<file path="config.mk">
export PLATFORM = sky130hd
export DESIGN_NAME = parking_car_emulator
export DESIGN_NICKNAME = d
export VERILOG_FILES = /design/src/rtl/parking_car_emulator.sv
export SDC_FILE = /design/constraint.sdc
export NUM_CORES = 1
export LEC_CHECK = 0
export CAP_MARGIN = 15
export CORE_MARGIN = 4
export CORE_UTILIZATION = 25
export CTS_CLUSTER_DIAMETER = 80
export DETAILED_ROUTE_END_ITERATION = 8
export PLACE_DENSITY = 0.45
export SYNTH_ARGS = -nofsm -noshare
export SYNTH_HDL_FRONTEND = slang
export SYNTH_SLANG_ARGS = --single-unit
</file>
<file path="constraint.sdc">
create_clock -name clk -period 5.3 [get_ports clk]
set_input_delay 0.795 -clock clk [delete_from_list [all_inputs] [get_ports clk]]
set_output_delay 0.795 -clock clk [all_outputs]
set_load 0.02 [all_outputs]
</file>
<file path="src/rtl/parking_car_emulator.sv">
// Stimulus generator for the gate sensor decoder: plays a/b photo-sensor phases of a car crossing.
// Optional lot-occupancy tracking and command refusal is built when PARKING_OCC_EN is defined.
module parking_car_emulator #(
  parameter int HOLD_W   = 8,
  parameter int CAPACITY = 200,
  parameter int OCC_W    = 8
) (
  input  logic              clk,
  input  logic              reset,
  input  logic              cmd_valid,
  input  logic              cmd_dir,
  input  logic [HOLD_W-1:0] cmd_hold,
  output logic              cmd_ready,
  output logic              a,
  output logic              b,
  output logic              busy,
  output logic              done,
  output logic              reject,
  output logic [OCC_W-1:0]  occupancy,
  output logic              full,
  output logic              empty
);

  typedef enum logic [2:0] {
    IDLE = 3'd0,
    PH1  = 3'd1,
    PH2  = 3'd2,
    PH3  = 3'd3,
    GAP  = 3'd4
  } state_e;

  state_e            state_q, state_d;
  logic [HOLD_W-1:0] cnt_q, cnt_d;
  logic [HOLD_W-1:0] hold_q, hold_d;
  logic              dir_q, dir_d;
  logic              a_q, a_d;
  logic              b_q, b_d;
  logic              ready_q, ready_d;
  logic              busy_q, busy_d;
  logic              done_q, done_d;
  logic              reject_q, reject_d;
  logic              accept_s;
  logic              refuse_s;

`ifdef PARKING_OCC_EN
  localparam logic [OCC_W-1:0] CAP_C = OCC_W'(CAPACITY);

  logic [OCC_W-1:0] occ_q, occ_d;

  // A refused command still completes the handshake but never leaves IDLE
  assign refuse_s = (!cmd_dir && (occ_q == CAP_C)) || (cmd_dir && (occ_q == {OCC_W{1'b0}}));
  assign occupancy = occ_q;
  assign full      = (occ_q == CAP_C);
  assign empty     = (occ_q == {OCC_W{1'b0}});
`else
  logic [31:0] unused_cap_s;

  assign unused_cap_s = 32'(CAPACITY);
  assign refuse_s     = 1'b0;
  assign occupancy    = {OCC_W{1'b0}};
  assign full         = 1'b0;
  assign empty        = 1'b0;
`endif

  assign accept_s = cmd_valid & ready_q;

  always_comb begin
    state_d  = state_q;
    cnt_d    = cnt_q;
    hold_d   = hold_q;
    dir_d    = dir_q;
    done_d   = 1'b0;
    reject_d = 1'b0;
`ifdef PARKING_OCC_EN
    occ_d    = occ_q;
`endif
    case (state_q)
      IDLE: begin
        if (accept_s) begin
          dir_d  = cmd_dir;
          hold_d = cmd_hold;
          if (refuse_s) begin
            reject_d = 1'b1;
          end else begin
            state_d = PH1;
            cnt_d   = cmd_hold;
          end
        end else begin
          state_d = IDLE;
        end
      end
      PH1: begin
        if (cnt_q == {HOLD_W{1'b0}}) begin
          state_d = PH2;
          cnt_d   = hold_q;
        end else begin
          cnt_d = cnt_q - HOLD_W'(1);
        end
      end
      PH2: begin
        if (cnt_q == {HOLD_W{1'b0}}) begin
          state_d = PH3;
          cnt_d   = hold_q;
        end else begin
          cnt_d = cnt_q - HOLD_W'(1);
        end
      end
      PH3: begin
        // Leaving PH3 is the moment the car has cleared both beams
        if (cnt_q == {HOLD_W{1'b0}}) begin
          state_d = GAP;
          cnt_d   = hold_q;
          done_d  = 1'b1;
`ifdef PARKING_OCC_EN
          if (dir_q) begin
            occ_d = occ_q - OCC_W'(1);
          end else begin
            occ_d = occ_q + OCC_W'(1);
          end
`endif
        end else begin
          cnt_d = cnt_q - HOLD_W'(1);
        end
      end
      GAP: begin
        if (cnt_q == {HOLD_W{1'b0}}) begin
          state_d = IDLE;
        end else begin
          cnt_d = cnt_q - HOLD_W'(1);
        end
      end
      default: begin
        state_d = IDLE;
        cnt_d   = {HOLD_W{1'b0}};
      end
    endcase
  end

  // Output pattern is derived from the next state so a/b change on the same edge as the state
  always_comb begin
    a_d = 1'b0;
    b_d = 1'b0;
    case (state_d)
      PH1: begin
        a_d = ~dir_d;
        b_d = dir_d;
      end
      PH2: begin
        a_d = 1'b1;
        b_d = 1'b1;
      end
      PH3: begin
        a_d = dir_d;
        b_d = ~dir_d;
      end
      default: begin
        a_d = 1'b0;
        b_d = 1'b0;
      end
    endcase
    ready_d = (state_d == IDLE);
    busy_d  = (state_d != IDLE);
  end

  always_ff @(posedge clk) begin
    if (!reset) begin
      state_q  <= IDLE;
      cnt_q    <= {HOLD_W{1'b0}};
      hold_q   <= {HOLD_W{1'b0}};
      dir_q    <= 1'b0;
      a_q      <= 1'b0;
      b_q      <= 1'b0;
      ready_q  <= 1'b1;
      busy_q   <= 1'b0;
      done_q   <= 1'b0;
      reject_q <= 1'b0;
    end else begin
      state_q  <= state_d;
      cnt_q    <= cnt_d;
      hold_q   <= hold_d;
      dir_q    <= dir_d;
      a_q      <= a_d;
      b_q      <= b_d;
      ready_q  <= ready_d;
      busy_q   <= busy_d;
      done_q   <= done_d;
      reject_q <= reject_d;
    end
  end

`ifdef PARKING_OCC_EN
  always_ff @(posedge clk) begin
    if (!reset) begin
      occ_q <= {OCC_W{1'b0}};
    end else begin
      occ_q <= occ_d;
    end
  end
`endif

  assign cmd_ready = ready_q;
  assign a         = a_q;
  assign b         = b_q;
  assign busy      = busy_q;
  assign done      = done_q;
  assign reject    = reject_q;

endmodule

</file>
==> metrics.cfg <==
[setup_path]
start_kind=register
crit_required_ps=5460
crit_slowest_cell=and2_1
reg2reg_depth=8
critPathMaxStageDelay_ps=500
arrival_ps=2560
crit_chain=inv_1, ha_1, nor3b_2, and2_1, nor2_1, o21a_1, inv_1, o21ai_0
crit_path_end_kind=register
crit_top_cell=inv_1
worstPathMaxFanout=11
path_class=register to register

[yosys]
synth_seq_cells=25
synth_area_leaders=dfxtp_1, mux2i_1, buf_4
yosysTopAreaCellShare=0.344
synthCells=171
synthDistinctLibCells=45
synth_async_sr_flop_share=0
synth-edff-count=0
syn-cell-area_um2=1450
seq_area_frac_synth=0.344
yosysTopAreaCell=dfxtp_1
ys.flop_type=dfxtp_1
syn_avg_cell_area_um2=8.50
yosysWarnings=0

[sta]
fmax_mhz=416
fin_skew_ps=4.39
finalCritPeriodShare=0.454
grt_setup_unrepaired=false
tns_ps=0
drv_slew=0
hold_violations=0
period_minus_slack_ps=2410
setup_viol=0
worst_pin_slew_ps=800
relSlewSlack=0.465

[finish]
n_antenna_cell=0
drive_gt1_frac=0.0773
post-route-cell-area_um2=1650
final_common_cell=dfxtp_1
fin_cells=253
most-common-layout-cells=dfxtp_1, o21ai_0, clkdlybuf4s50_1
area_growth_pct=13.5
nNetsFinal=195

[clock_network]
cts_resized=0
cts_tree=done
cts_max_level=1
cts_made_buffers=3
cts.path.max_buffers=2
ctsHoldBuffers=0
clk_pin_slew_worst_paths_ps=90
clock-sinks=25
root_buffer=clkbuf_8
post_cts_buffers=0
clkLatencyLatePin_ps=270

[global_route]
grt_overflow=0
grt_pass1_vias=1195
grt_max_degree=19
grt_pass1_wl_um=5970
antenna_found_initial=0
grt_util_all_layers=0.102

[place]
placed_cells=249
dpl.hpwl_um=2590
post_dp_cell_area_um2=1600
io_buffers=16
place_congestion=0.823

[die]
rows=27
initial_utilization=0.261
die_x_um=84.3
die_h_um=84.3
die_area_um2=7100
io-pin-count=28
core_um2=5570

[flow_run]
cap_violations=0

[route]
via_count=1230
drc_errors=0
firstDrtPassIters=5
final_antenna_net_count=0
dr.first_iter.drc_count=53
wl_um=3540
wl_per_cell_um=14.0
via_per_inst=4.86

[power_and_ir_drop]
vdd_ir_drop_max_uv=140
p_per_area_nw_per_um2=620
p_leak_nw=0.638

[outcome]
status=completed

[min_path]
min_path_cells=2
hold_class=register to register

## path summary, 6_finish.rpt
| path | from | endpoint | slack (ps) |
|---|---|---|---|
| worst max register to register | cnt_q[0]$_SDFFE_PN0P_ | cnt_q[1]$_SDFFE_PN0P_ | 2890 |
| worst min register to register | cnt_q[1]$_SDFFE_PN0P_ | cnt_q[1]$_SDFFE_PN0P_ | 500 |
| worst min-delay path | cnt_q[1]$_SDFFE_PN0P_ | cnt_q[1]$_SDFFE_PN0P_ | 500 |
| worst max-delay path | cnt_q[0]$_SDFFE_PN0P_ | cnt_q[1]$_SDFFE_PN0P_ | 2890 |
## metrics by stage
step / power, mW / util / setup slack (ps) / hold slack (ps)
after floorplan: 0.778 / - / 3530 / 448
after global placement: 0.920 / 0.288 / 2820 / 486
after detailed placement: 0.908 / 0.288 / 2820 / 483
after CTS: 1.03 / 0.296 / 2910 / 501
after global routing: 1.11 / 0.296 / 2630 / 540
final: 1.02 / 0.296 / 2890 / 504
## layout make-up
cell class                 instances  area (µm²)
fill                             621        3920
multi-input combinational        130         831
sequential                        25         500
timing repair buffer              16         160
tap                               72        90.1
clock buffer                       3        41.3
inverter                           6        22.5
clock inverter                     1        5.00
## layer usage
metal	part of all wire	routed length (µm)	vias to the layer above	track usage
li1	-	-	606	-
met1	0.50	1770	582	0.144
met2	0.44	1560	38	0.159
met3	0.042	147	4	0.0137
met4	0.018	62	0	0.0365
met5	0	0	-	0
## worst max-delay path: cells and delay by family, from the launching register on
family,cells,cell delay (ps)
AO/OA/AOI/OAI,2,380
AND/OR/NAND/NOR,3,1100
adder cells (fa/ha/maj),1,210
buffers and inverters,2,270
flip-flops,1,330
## power by group
group,internal (mW),switching (mW)
sequential,0.251,0.0699
combinational,0.236,0.353
clock,0.0525,0.0609
total,0.539,0.484
## cell families after synthesis
kind of cell / after synthesis / synth area share
and+or+nand+nor: 60 / 0.238
AOI/OAI and AO/OA: 45 / 0.200
buffers and inverters: 26 / 0.110
DFF: 25 / 0.344
muxes: 11 / 0.0843
xor gates and xnor gates: 2 / 0.0121
adders and majority gates: 1 / 0.00860
other: 1 / 0.00258
## flip-flops by register name (all words and copies together) (netlist names)
signal / count
done: 1
state_q: 3
cmd_ready: 1
a: 1
busy: 1
hold_q: 8
cnt_q: 8
dir_q: 1
b: 1
## cells in the mapped netlist (3+ instances only)
library cell,n
clkbuf_1,4
nand2_1,13
buf_4,12
a32oi_1,3
nor2_1,10
a21oi_1,8
dfxtp_1,25
o21ai_0,17
and2_1,3
inv_1,6
nand3_1,6
nor2b_1,11
a31oi_1,4
mux2i_1,10
(Power assumes the default switching activity.)
